$ cat config.mk
export PLATFORM = sky130hd
export DESIGN_NAME = stream_demux2
export DESIGN_NICKNAME = d
export VERILOG_FILES = /design/src/rtl/demux_pkg.sv /design/src/rtl/demux_fifo2.sv /design/src/rtl/stream_demux2.sv
export SDC_FILE = /design/constraint.sdc
export NUM_CORES = 1
export LEC_CHECK = 0
export ABC_AREA = 1
export BUFFER_PORTS_ARGS = -buffer_cell sky130_fd_sc_hd__buf_2
export CELL_PAD_IN_SITES_DETAIL_PLACEMENT = 0
export CELL_PAD_IN_SITES_GLOBAL_PLACEMENT = 2
export CORE_AREA = 4 4 164 150
export DETAILED_ROUTE_END_ITERATION = 6
export DIE_AREA = 0 0 168 154
export GPL_TIMING_DRIVEN = 0
export PLACE_DENSITY = 0.72
export SLEW_MARGIN = 20
export SYNTH_ARGS = -nofsm -noshare
export SYNTH_HDL_FRONTEND = slang
export SYNTH_SLANG_ARGS = --single-unit
$ cat constraint.sdc
create_clock -name clk -period 8.26 [get_ports clk]
set_input_delay 1.652 -clock clk [delete_from_list [all_inputs] [get_ports clk]]
set_output_delay 1.652 -clock clk [all_outputs]
set_load 0.005 [all_outputs]
$ cat src/rtl/demux_pkg.sv
// Shared constants and helpers for the stream_demux2 slice.
package demux_pkg;

    localparam int   FIFO_DEPTH = 2;
    localparam logic SEL_OUT0   = 1'b0;
    localparam logic SEL_OUT1   = 1'b1;
    localparam int   STAT_W     = 16;

    typedef logic [1:0] fifo_cnt_t;

    function automatic logic [STAT_W-1:0] sat_inc(input logic [STAT_W-1:0] v);
        return (v == '1) ? v : v + 16'd1;
    endfunction

endpackage

$ cat src/rtl/demux_fifo2.sv
// Two-entry FIFO with registered storage; head_data reads zero while empty.
module demux_fifo2
    import demux_pkg::*;
#(
    parameter int WIDTH = 32
) (
    input  logic             clk,
    input  logic             rst_n,
    input  logic             push,
    input  logic [WIDTH-1:0] push_data,
    input  logic             pop,
    output logic             full,
    output logic             valid,
    output logic [WIDTH-1:0] head_data
);

    logic [WIDTH-1:0] mem [FIFO_DEPTH];
    logic             rd_ptr;
    logic             wr_ptr;
    fifo_cnt_t        count;
    logic             do_push;
    logic             do_pop;

    assign valid     = (count != 2'd0);
    assign full      = (count == 2'(FIFO_DEPTH));
    assign do_push   = push && !full;
    assign do_pop    = pop && valid;
    assign head_data = valid ? mem[rd_ptr] : '0;

    always_ff @(posedge clk) begin
        if (!rst_n) begin
            rd_ptr <= 1'b0;
            wr_ptr <= 1'b0;
            count  <= 2'd0;
            mem[0] <= '0;
            mem[1] <= '0;
        end else begin
            if (do_push) begin
                mem[wr_ptr] <= push_data;
                wr_ptr      <= ~wr_ptr;
            end
            if (do_pop) begin
                rd_ptr <= ~rd_ptr;
            end
            // push and pop together leave the count unchanged
            case ({do_push, do_pop})
                2'b10:   count <= count + 2'd1;
                2'b01:   count <= count - 2'd1;
                default: count <= count;
            endcase
        end
    end

endmodule

$ cat src/rtl/stream_demux2.sv
// Registered 1-to-2 stream demux: each accepted word goes to out0 or out1 by in_sel.
// Optional pop counters per output are enabled with DEMUX_STATS_EN.
module stream_demux2
    import demux_pkg::*;
#(
    parameter int WIDTH = 32
) (
    input  logic              clk,
    input  logic              rst_n,
    input  logic              in_valid,
    output logic              in_ready,
    input  logic              in_sel,
    input  logic [WIDTH-1:0]  in_data,
    output logic              out0_valid,
    input  logic              out0_ready,
    output logic [WIDTH-1:0]  out0_data,
    output logic              out1_valid,
    input  logic              out1_ready,
`ifdef DEMUX_STATS_EN
    output logic [WIDTH-1:0]  out1_data,
    output logic [STAT_W-1:0] stat0_cnt,
    output logic [STAT_W-1:0] stat1_cnt
`else
    output logic [WIDTH-1:0]  out1_data
`endif
);

    logic full0;
    logic full1;
    logic push0;
    logic push1;

    // in_ready looks only at the selected FIFO's fullness, never at the consumers
    assign in_ready = (in_sel == SEL_OUT1) ? !full1 : !full0;
    assign push0    = in_valid && in_ready && (in_sel == SEL_OUT0);
    assign push1    = in_valid && in_ready && (in_sel == SEL_OUT1);

    demux_fifo2 #(.WIDTH(WIDTH)) u_fifo0 (
        .clk       (clk),
        .rst_n     (rst_n),
        .push      (push0),
        .push_data (in_data),
        .pop       (out0_ready),
        .full      (full0),
        .valid     (out0_valid),
        .head_data (out0_data)
    );

    demux_fifo2 #(.WIDTH(WIDTH)) u_fifo1 (
        .clk       (clk),
        .rst_n     (rst_n),
        .push      (push1),
        .push_data (in_data),
        .pop       (out1_ready),
        .full      (full1),
        .valid     (out1_valid),
        .head_data (out1_data)
    );

`ifdef DEMUX_STATS_EN
    always_ff @(posedge clk) begin
        if (!rst_n) begin
            stat0_cnt <= '0;
            stat1_cnt <= '0;
        end else begin
            if (out0_valid && out0_ready) begin
                stat0_cnt <= sat_inc(stat0_cnt);
            end
            if (out1_valid && out1_ready) begin
                stat1_cnt <= sat_inc(stat1_cnt);
            end
        end
    end
`endif

endmodule

==> report_table.html <==
<table>
<tr><th>Metric</th><th>Value</th></tr>
<tr><th colspan="2">Status</th></tr>
<tr><td>Outcome</td><td>finished, final reports clean</td></tr>
<tr><th colspan="2">Layout</th></tr>
<tr><td>Most common library cell in the layout ignoring fill and taps</td><td>sky130_fd_sc_hd__nand2_1</td></tr>
<tr><td>Most used cells in the layout excluding fill and tap cells</td><td>sky130_fd_sc_hd__nand2_1, sky130_fd_sc_hd__edfxtp_1, sky130_fd_sc_hd__buf_2, sky130_fd_sc_hd__nor3_2, sky130_fd_sc_hd__a21oi_1</td></tr>
<tr><td>Number of diodes</td><td>0</td></tr>
<tr><td># fillers</td><td>2,285</td></tr>
<tr><td>Fraction of layout instances using a drive strength above 1</td><td>37.7%</td></tr>
<tr><td>Total number of nets in the final design</td><td>777</td></tr>
<tr><td>Signed area change from the synthesized netlist to the final layout</td><td>23.8%</td></tr>
<tr><th colspan="2">Global routing</th></tr>
<tr><td>Number of antenna violations at the first check in global routing</td><td>0</td></tr>
<tr><td>Vias in the first global route</td><td>5,016</td></tr>
<tr><td>Maximum number of pins on one net before global-route repair</td><td>22</td></tr>
<tr><td>Total grt overflow</td><td>0</td></tr>
<tr><td>Combined global-route utilization of all metal layers</td><td>14.7%</td></tr>
<tr><td>First-pass GRT wire length</td><td>28,800 um</td></tr>
<tr><th colspan="2">Pwr</th></tr>
<tr><td>Maximum resistive drop on vdd</td><td>0.138 mV</td></tr>
<tr><td>Final Total Pwr</td><td>1960 uW</td></tr>
<tr><td>Leak Pwr</td><td>0.00322 uW</td></tr>
<tr><td>Pwr/cell area</td><td>234 mW/mm^2</td></tr>
<tr><th colspan="2">Logic synthesis</th></tr>
<tr><td>Synthesized netlist net count</td><td>650</td></tr>
<tr><td>Flip-flop and latch count after synthesis</td><td>138</td></tr>
<tr><td>Cell count after synthesis</td><td>610</td></tr>
<tr><td>Netlist area before placement</td><td>0.00679 mm^2</td></tr>
<tr><td>Register area share after synthesis</td><td>59.5%</td></tr>
<tr><td>Yosys warning total</td><td>0</td></tr>
<tr><td>Unique masters post-synth</td><td>22</td></tr>
<tr><td>Mean post-synth cell area</td><td>11.1 um^2</td></tr>
<tr><th colspan="2">Worst setup path</th></tr>
<tr><td>Worst setup slack for register-to-register paths</td><td>6.33 ns</td></tr>
<tr><td>Data required time at the worst endpoint</td><td>6.61 ns</td></tr>
<tr><td>Crit path cell chain</td><td>buf_2 &gt; nor2_1 &gt; a31oi_1 &gt; buf_2</td></tr>
<tr><td>Count of cells along the worst register-to-register path</td><td>5</td></tr>
<tr><td>Highest-delay cell along the critical path</td><td>sky130_fd_sc_hd__buf_2</td></tr>
<tr><td>Delay-heaviest family, CP</td><td>buffers and inverters</td></tr>
<tr><td>Start-to-end type of the worst setup path</td><td>input port to output pin</td></tr>
<tr><td>Setup crit end</td><td>in_ready</td></tr>
<tr><td>Type of element launching the critical path</td><td>input port</td></tr>
<tr><td>Max stage delay on crit path</td><td>0.17 ns</td></tr>
<tr><td>Library cell appearing most often on the critical path</td><td>sky130_fd_sc_hd__buf_2</td></tr>
<tr><td>Maximum net fanout on the critical path</td><td>5</td></tr>
<tr><td>Arrival time at the worst endpoint</td><td>2.17 ns</td></tr>
<tr><td>Start of the worst register-to-register path</td><td>u_fifo1.count[0]$_SDFFE_PN0P_</td></tr>
<tr><td>Crit. path cell count</td><td>4</td></tr>
<tr><td>Nature of the critical path endpoint</td><td>output pin</td></tr>
<tr><td>Launch point of the critical path</td><td>in_sel</td></tr>
<tr><td>WP buf/inv</td><td>2</td></tr>
<tr><td>RR Endpoint</td><td>u_fifo1.mem[1][15]$_SDFFCE_PN0P_</td></tr>
<tr><th colspan="2">Detailed routing</th></tr>
<tr><td>Antenna violation net count after detailed routing</td><td>0</td></tr>
<tr><td>Via count</td><td>4,944</td></tr>
<tr><td>DRC errors left</td><td>0</td></tr>
<tr><td>Number of optimization iterations in the first detailed-route pass</td><td>5</td></tr>
<tr><td>Number of DRC markers after the initial detailed-route iteration</td><td>308</td></tr>
<tr><td>Routed wire length</td><td>19,100 um</td></tr>
<tr><td>Average detailed-routed wire length per instance</td><td>18.1 um</td></tr>
<tr><td>Detail-routed via count per cell</td><td>4.70</td></tr>
<tr><th colspan="2">CTS</th></tr>
<tr><td>Resized Gates After CTS</td><td>0</td></tr>
<tr><td>Hold buffer count at cts</td><td>0</td></tr>
<tr><td>Clock edge transition at the registers on the reported setup and hold paths</td><td>0.06 ns</td></tr>
<tr><td>Clock latency reported for the late side of the worst-skew pair</td><td>0.43 ns</td></tr>
<tr><td>Depth of the CTS H-tree</td><td>4</td></tr>
<tr><td>CTS max path bufs</td><td>2</td></tr>
<tr><td>TritonCTS clock tree</td><td>yes</td></tr>
<tr><td>Total CTS buffers</td><td>17</td></tr>
<tr><td>Post-CTS Setup Repair Bufs</td><td>0</td></tr>
<tr><td>Clock root buffer</td><td>sky130_fd_sc_hd__clkbuf_16</td></tr>
<tr><td>Clock net sink count</td><td>138</td></tr>
<tr><th colspan="2">STA</th></tr>
<tr><td>Crit path time final</td><td>3.82 ns</td></tr>
<tr><td>Unrepaired setup endpoints after global routing</td><td>no</td></tr>
<tr><td>Count of pins over their slew limit</td><td>0</td></tr>
<tr><td>Number of failing hold endpoints at the final stage</td><td>0</td></tr>
<tr><td>Worst max-slew margin expressed relative to the limit</td><td>48.1%</td></tr>
<tr><td>Highest clock frequency the design can meet</td><td>0.262 GHz</td></tr>
<tr><td>Post-route clock period utilization</td><td>46.2%</td></tr>
<tr><td>Setup clock skew after layout</td><td>0.0114 ns</td></tr>
<tr><td>Setup tns final</td><td>0 ns</td></tr>
<tr><td>Final setup violation count</td><td>0</td></tr>
<tr><td>Least-Margin Pin Slew</td><td>0.778 ns</td></tr>
<tr><th colspan="2">Placement</th></tr>
<tr><td>Post-DP HPWL</td><td>13,500 um</td></tr>
<tr><td>Number of I/O port buffers</td><td>104</td></tr>
<tr><td>Final RePlAce weighted congestion</td><td>0.759</td></tr>
<tr><th colspan="2">Hold path</th></tr>
<tr><td>Hold WC Path Type</td><td>register to register</td></tr>
<tr><td>Min-Delay Startpoint</td><td>u_fifo1.rd_ptr$_SDFFE_PN0P_</td></tr>
<tr><th colspan="2">Floorplanning</th></tr>
<tr><td>Count of standard-cell rows</td><td>53</td></tr>
<tr><td>Initial core utilization</td><td>29.5%</td></tr>
<tr><td>Io pins</td><td>105</td></tr>
<tr><td>Vertical extent of the die</td><td>154 um</td></tr>
<tr><td>Std-Cell Core Area</td><td>0.0230 mm^2</td></tr>
<tr><td>Die width</td><td>168 um</td></tr>
<tr><td>DIE AREA</td><td>0.0259 mm^2</td></tr>
<tr><th colspan="2">Job</th></tr>
<tr><td>Maximum capacitance violations</td><td>0</td></tr>
</table>
[state kept, by name, summed over array words and instances (netlist names), named ones only]
register        cells
u_fifo0.rd_ptr      1
u_fifo1.rd_ptr      1
u_fifo0.mem        64
u_fifo0.count       2
u_fifo1.count       2
u_fifo1.wr_ptr      1
u_fifo0.wr_ptr      1
u_fifo1.mem        64
[cells in the mapped netlist, drive strengths merged]
cell / n / area [um^2]
nand2: 148 / 561
dfxtp: 10 / 200
edfxtp: 128 / 3840
clkbuf: 12 / 45.0
nor2: 19 / 73.8
inv: 50 / 188
buf: 34 / 243
a21oi: 66 / 330
nand4: 4 / 55.1
ha: 2 / 25.0
nand3: 2 / 35.0
o21ai: 6 / 30.0
a31oi: 1 / 6.26
nor3: 128 / 1160
[power by group]
group	total, uW	internal (uW)	switching, uW
logic	361	109	251
clock network	772	432	340
registers	832	816	16.0
total	1960	1360	607
[worst min-delay path by stage]
stage / endpoint / slack, ns / depth (start not counted)
6_report: u_fifo1.rd_ptr$_SDFFE_PN0P_ / 0.50 / 2
2_1_floorplan: register / 0.47 / 2
3_5_place_dp: register / 0.49 / 2
3_3_place_gp: u_fifo1.rd_ptr$_SDFFE_PN0P_ / 0.48 / 2
4_1_cts: register / 0.50 / 2
5_1_grt: u_fifo0.rd_ptr$_SDFFE_PN0P_ / 0.55 / 2
[metrics by stage]
| step | instance area [um^2] | std cells | utilization, % | worst slack, ns | hold WS (ns) |
|---|---|---|---|---|---|
| final | 8410 | 1052 | 36.5 | 4.44 | 0.502 |
| after detailed placement | 7810 | 1020 | 34.0 | 4.42 | 0.487 |
| after floorplan | 6790 | 610 | - | 3.57 | 0.467 |
| after CTS | 8410 | 1052 | 36.5 | 4.42 | 0.504 |
| after global routing | 8410 | 1052 | 36.5 | 4.38 | 0.547 |
| after global placement | 7690 | 1016 | 33.4 | 1.68 | 0.478 |
[worst reg2reg max path, stage by stage, from the launching register on]
cell                      delay, ns
sky130_fd_sc_hd__dfxtp_1       0.39
sky130_fd_sc_hd__inv_2         0.08
sky130_fd_sc_hd__nand2_2       0.12
sky130_fd_sc_hd__nand3_4       0.17
sky130_fd_sc_hd__o21ai_4       0.64
sky130_fd_sc_hd__buf_16        0.24
[per-layer routing]
metal	track usage, %	up-vias	share of wire (%)
met5	0	-	0
met3	4.09	18	5.7
met2	23.6	158	47
met4	3.86	0	1.6
li1	-	2363	-
met1	19.8	2405	46
[area by class of cell]
type	count	area, um^2	area share (%)
repair buffers	108	616	7.32
clock buffers	17	425	5.06
multi-input cells	376	2300	27.4
clock inverters	15	170	2.02
well taps	302	378	4.49
inverters	50	188	2.23
plain buffers	46	288	3.42
flip-flops and latches	138	4040	48.1
[kinds of logic after synthesis]
| group | Yosys count | synth area share, % |
|---|---|---|
| buffers and inverters | 96 | 7.00 |
| and+or+nand+nor | 301 | 27.7 |
| DFF | 138 | 59.5 |
| adders and majority gates | 2 | 0.368 |
| AOI/OAI and AO/OA | 73 | 5.40 |
(Power assumes the default switching activity.)
